`src/rtl/servo_pwm_driver.sv`:
```
`timescale 1ns/1ps
`default_nettype none
// ============================================================================
// servo_pwm_driver : width command -> hobby-servo PWM for a fixed travel time.
//                    Define SERVO_HOLD_EN to keep pulsing at the last width in IDLE.
// Revision 1.0
// ============================================================================
module servo_pwm_driver #(
   parameter int TICK_DIV  = 50,
   parameter int PERIOD_US = 16384,
   parameter int TRAVEL_US = 250000,
   parameter int WIDTH_MIN = 500,
   parameter int WIDTH_MAX = 2500
) (
   input  logic        clk_50m,
   input  logic        rst,
   input  logic        cmd_valid,
   output logic        cmd_ready,
   input  logic [11:0] cmd_width,
   output logic        servo,
   output logic        busy,
   output logic        done
);

   localparam int PSW = (TICK_DIV > 1) ? $clog2(TICK_DIV) : 1;
   localparam int PCW = (PERIOD_US > 1) ? $clog2(PERIOD_US) : 1;
   localparam int TCW = $clog2(TRAVEL_US + 1);

   typedef enum logic [1:0] {
      IDLE   = 2'd0,
      MOVING = 2'd1,
      DRAIN  = 2'd2
   } state_t;

   state_t         state, state_n;
   logic [PSW-1:0] presc, presc_n;
   logic [PCW-1:0] pcnt, pcnt_n;
   logic [TCW-1:0] tcnt, tcnt_n;
   logic [11:0]    width, width_n, clamped;
   logic           servo_n, done_n;
   logic           tick, run, start, in_pulse, pulse_n;

   always_comb begin
      if (cmd_width < 12'(WIDTH_MIN))
         clamped = 12'(WIDTH_MIN);
      else if (cmd_width > 12'(WIDTH_MAX))
         clamped = 12'(WIDTH_MAX);
      else
         clamped = cmd_width;
   end

   // In IDLE a held pulse must finish before a new command restarts the period.
   assign cmd_ready = (state == IDLE) && !servo;
   assign busy      = (state != IDLE);

   always_comb begin
      state_n = state;
      presc_n = presc;
      pcnt_n  = pcnt;
      tcnt_n  = tcnt;
      width_n = width;
      servo_n = 1'b0;
      done_n  = 1'b0;
      tick    = (presc == PSW'(TICK_DIV - 1));
`ifdef SERVO_HOLD_EN
      run     = 1'b1;
`else
      run     = (state != IDLE);
`endif
      if (run) begin
         if (tick) begin
            presc_n = '0;
            pcnt_n  = (pcnt == PCW'(PERIOD_US - 1)) ? '0 : pcnt + 1'b1;
         end else begin
            presc_n = presc + 1'b1;
         end
      end
      if ((state == MOVING) && tick && (tcnt != TCW'(TRAVEL_US)))
         tcnt_n = tcnt + 1'b1;

      // Pulses only start on a period boundary, so a late start never yields a runt.
      start    = (presc_n == '0) && (pcnt_n == '0) && (width != '0);
      in_pulse = servo && (32'(pcnt_n) < 32'(width));
      pulse_n  = start || in_pulse;

      case (state)
         IDLE: begin
`ifdef SERVO_HOLD_EN
            servo_n = pulse_n;
`endif
            if (cmd_valid && cmd_ready) begin
               width_n = clamped;
               presc_n = '0;
               pcnt_n  = '0;
               tcnt_n  = '0;
               servo_n = 1'b1;
               state_n = MOVING;
            end
         end
         MOVING: begin
            if (tcnt_n == TCW'(TRAVEL_US)) begin
               if (in_pulse) begin
                  servo_n = 1'b1;
                  state_n = DRAIN;
               end else begin
                  state_n = IDLE;
                  done_n  = 1'b1;
               end
            end else begin
               servo_n = pulse_n;
            end
         end
         DRAIN: begin
            servo_n = in_pulse;
            if (!in_pulse) begin
               state_n = IDLE;
               done_n  = 1'b1;
            end
         end
         default: state_n = IDLE;
      endcase
   end

   always_ff @(posedge clk_50m) begin
      if (rst) begin
         state <= IDLE;
         presc <= '0;
         pcnt  <= '0;
         tcnt  <= '0;
         width <= '0;
         servo <= 1'b0;
         done  <= 1'b0;
      end else begin
         state <= state_n;
         presc <= presc_n;
         pcnt  <= pcnt_n;
         tcnt  <= tcnt_n;
         width <= width_n;
         servo <= servo_n;
         done  <= done_n;
      end
   end

endmodule
`default_nettype wire
```
`config.mk`:
```
export PLATFORM = sky130hd
export DESIGN_NAME = servo_pwm_driver
export DESIGN_NICKNAME = d
export VERILOG_FILES = /design/src/rtl/servo_pwm_driver.sv
export SDC_FILE = /design/constraint.sdc
export NUM_CORES = 1
export LEC_CHECK = 0
export ABC_AREA = 1
export ABC_CLOCK_PERIOD_IN_PS = 5600
export BUFFER_PORTS_ARGS = -buffer_cell sky130_fd_sc_hd__buf_2
export CAP_MARGIN = 20
export CORE_ASPECT_RATIO = 1.75
export CORE_MARGIN = 2
export CORE_UTILIZATION = 25
export CTS_CLUSTER_SIZE = 25
export DETAILED_ROUTE_END_ITERATION = 12
export GPL_TIMING_DRIVEN = 0
export PLACE_DENSITY = 0.44
export SLEW_MARGIN = 25
export SYNTH_ARGS = -nofsm -noshare
export SYNTH_HDL_FRONTEND = slang
export SYNTH_SLANG_ARGS = --single-unit
```
`constraint.sdc`:
```
create_clock -name clk_50m -period 5.6 [get_ports clk_50m]
set_clock_uncertainty 0.1 [all_clocks]
set_input_delay 1.68 -clock clk_50m [delete_from_list [all_inputs] [get_ports clk_50m]]
set_output_delay 1.68 -clock clk_50m [all_outputs]
set_load 0.03 [all_outputs]
```
==> results.json <==
{
  "outcome": "completed",
  "worstSetupPathType": "flop to output port",
  "leakage_nw": 1.87,
  "grt_antenna_before_repair": 0,
  "hold_violations": 0,
  "irDropWorstVdd_v": 0.000267,
  "cts.clk_slew.worst_paths_ns": 0.08,
  "die_w_um": 96.3,
  "firstDrtPassIters": 5,
  "cts.hold.buffers_added": 0,
  "drive_above_1_share": 0.0804,
  "cp_slowest_cell": "clkbuf_1",
  "seq_area_mm2": 0.00108,
  "synth_nets": 640,
  "cts_resized": 0,
  "path_max_fanout": 10,
  "ys_seq_area_frac": 0.290,
  "track_usage": 0.157,
  "crit_arrival_ns": 2.22,
  "cp_common_cell": "inv_1",
  "post-cts-setup-buffer-count": 0,
  "cts_tree": "done",
  "startpoint_type": "flop",
  "ant_nets": 0,
  "core-area_mm2": 0.0148,
  "drt_iter0_drc": 134,
  "wire_per_inst_um": 14.2,
  "ys_ff_latch": 54,
  "cts_buffer_depth": 2,
  "worstPathCellList": "inv_1, ha_1, inv_1, clkbuf_1, buf_2",
  "rsz0062_at_grt": "no",
  "portBuffers": 17,
  "num_vias": 3798,
  "place.gp.congestion": 0.843,
  "clock_sinks": 54,
  "area_delta_synth_final_pct": 13.8,
  "rows": 59,
  "die-area_mm2": 0.0160,
  "multi_input_area_mm2": 0.00225,
  "worst_pin_slew_ns": 0.709,
  "final_nets": 664,
  "synth_area_leader_cell": "dfxtp_1",
  "synthCells": 609,
  "initial_core_util": 0.253,
  "required_ns": 3.82,
  "insertion_delay_ns": 0.30,
  "maxCapViolations": 0,
  "synthTopCellsByArea": "dfxtp_1 29%, nand2_1 17%, nor2_1 9.5%, inv_1 8.9%, nand3_1 7.2%",
  "viasPerCell": 4.65,
  "setup_violations": 0,
  "hpwlAfterDp_mm": 9.52,
  "wl_mm": 11.6,
  "power_density_mw_per_mm2": 327,
  "cts_made_buffers": 5,
  "final_common_cell": "nand2_1",
  "fin_crit_sh": 0.713,
  "die_y_um": 166,
  "grt_pass1_vias": 3774,
  "maxSlewViolCount": 0,
  "fin_setup_tns_ns": 0,
  "slew_headroom": 0.522,
  "synth_top_cell_area_share": 0.290,
  "synth_cell_types": 36,
  "drc": 0,
  "ys_warn_count": 0,
  "layout_common_cells": "171 x nand2_1, 94 x nor2_1, 88 x inv_1",
  "endpoint_kind": "output port",
  "syn_area_per_cell_um2": 6.12,
  "min_path_type": "flop to flop",
  "slowest_delay_ns": 0.42,
  "grt_max_degree": 17,
  "antenna_cells": 0,
  "num_io_pins": 19,
  "postLayoutCoreUtil": 0.287,
  "cts-root-buf": "clkbuf_16",
  "min_period_ns": 4.00,
  "htree_levels": 2,
  "fmax_ghz": 0.250,
  "grt_pass1_wl_mm": 18.9,
  "synthesis.area_mm2": 0.00373,
  "overflow": 0,
  "final.fill_count": 1708
}
-- state kept, by name, summed over array words and instances (netlist names) --
| register | cells |
|---|---|
| width | 12 |
| servo | 1 |
| state | 2 |
| done | 1 |
| presc | 6 |
| pcnt | 14 |
| tcnt | 18 |
-- power breakdown --
group,internal (W),switching [W],total [W]
Combinational,0.000155,0.000361,0.000516
Clock,0.000269,0.000155,0.000424
Sequential,0.000421,0.0000268,0.000448
Total,0.000845,0.000543,0.00139
-- worst max-delay path, delay by kind of cell, from the launching register on --
kind / cells / cell delay (ns)
buf+inv: 4 / 1.14
flops: 1 / 0.39
fa+ha+maj: 1 / 0.38
-- metrics by stage --
step | hold slack, ns | total power (W) | setup WS [ns] | cell area (µm²) | std cells
after floorplan | 0.351 | 0.000816 | 2.43 | 3730 | 609
after global placement | 0.379 | 0.000977 | 1.75 | 4040 | 809
after detailed placement | 0.381 | 0.000983 | 1.76 | 4040 | 809
after CTS | 0.392 | 0.00141 | 1.57 | 4240 | 817
after global routing | 0.413 | 0.00149 | 1.49 | 4240 | 817
final | 0.391 | 0.00139 | 1.60 | 4240 | 817
-- metal layers --
layer	GRT usage	share of wire
met5	0	0
met4	0.0538	0.028
met3	0.0163	0.014
met2	0.329	0.59
met1	0.150	0.37
-- cell families (layout without fill, tap and decap cells) --
logic type,count (synthesis),count (layout),share of synthesized area
simple gates,379,379,0.448
buf+inv,102,127,0.107
flops,54,54,0.290
compound gates,51,51,0.0845
fa+ha+maj,16,16,0.0537
xor+xnor,7,7,0.0164
-- cell type report --
type	count	share of cell area
sequential	54	0.255
timing repair buffer	17	0.0201
buffer	9	0.0118
tap	183	0.0540
multi-input combinational	453	0.530
inverter	93	0.0826
clock inverter	2	0.0142
clock buffer	6	0.0327
-- Yosys cell counts (all sizes together) --
| cell | n |
|---|---|
| and3 | 1 |
| nor4 | 3 |
| nand4 | 22 |
| nor2 | 101 |
| a21boi | 1 |
| o21ai | 15 |
| a31oi | 2 |
| clkbuf | 6 |
| o21bai | 6 |
| inv | 90 |
| o32ai | 3 |
| nor3 | 15 |
| a21oi | 15 |
| buf | 3 |
| nand3 | 58 |
| ha | 16 |
| clkinv | 3 |
| xor2 | 6 |
| xnor2 | 1 |
| a221oi | 3 |
| dfxtp | 54 |
| nand3b | 1 |
| or2 | 2 |
| o41ai | 1 |
| nand2 | 176 |
| o22ai | 5 |
-- path summary, 6_finish.rpt --
path | from | end | slack (ns) | depth (start not counted)
worst min-delay path | width[11] | width[11] | 0.39 | 2
worst max-delay path | state[0] | busy | 1.60 | 5
worst min register to register | width[11] | width[11] | 0.39 | 2
worst max register to register | state[0] | state[1] | 2.06 | 16
Note: power is estimated with default switching activity, not from simulation.
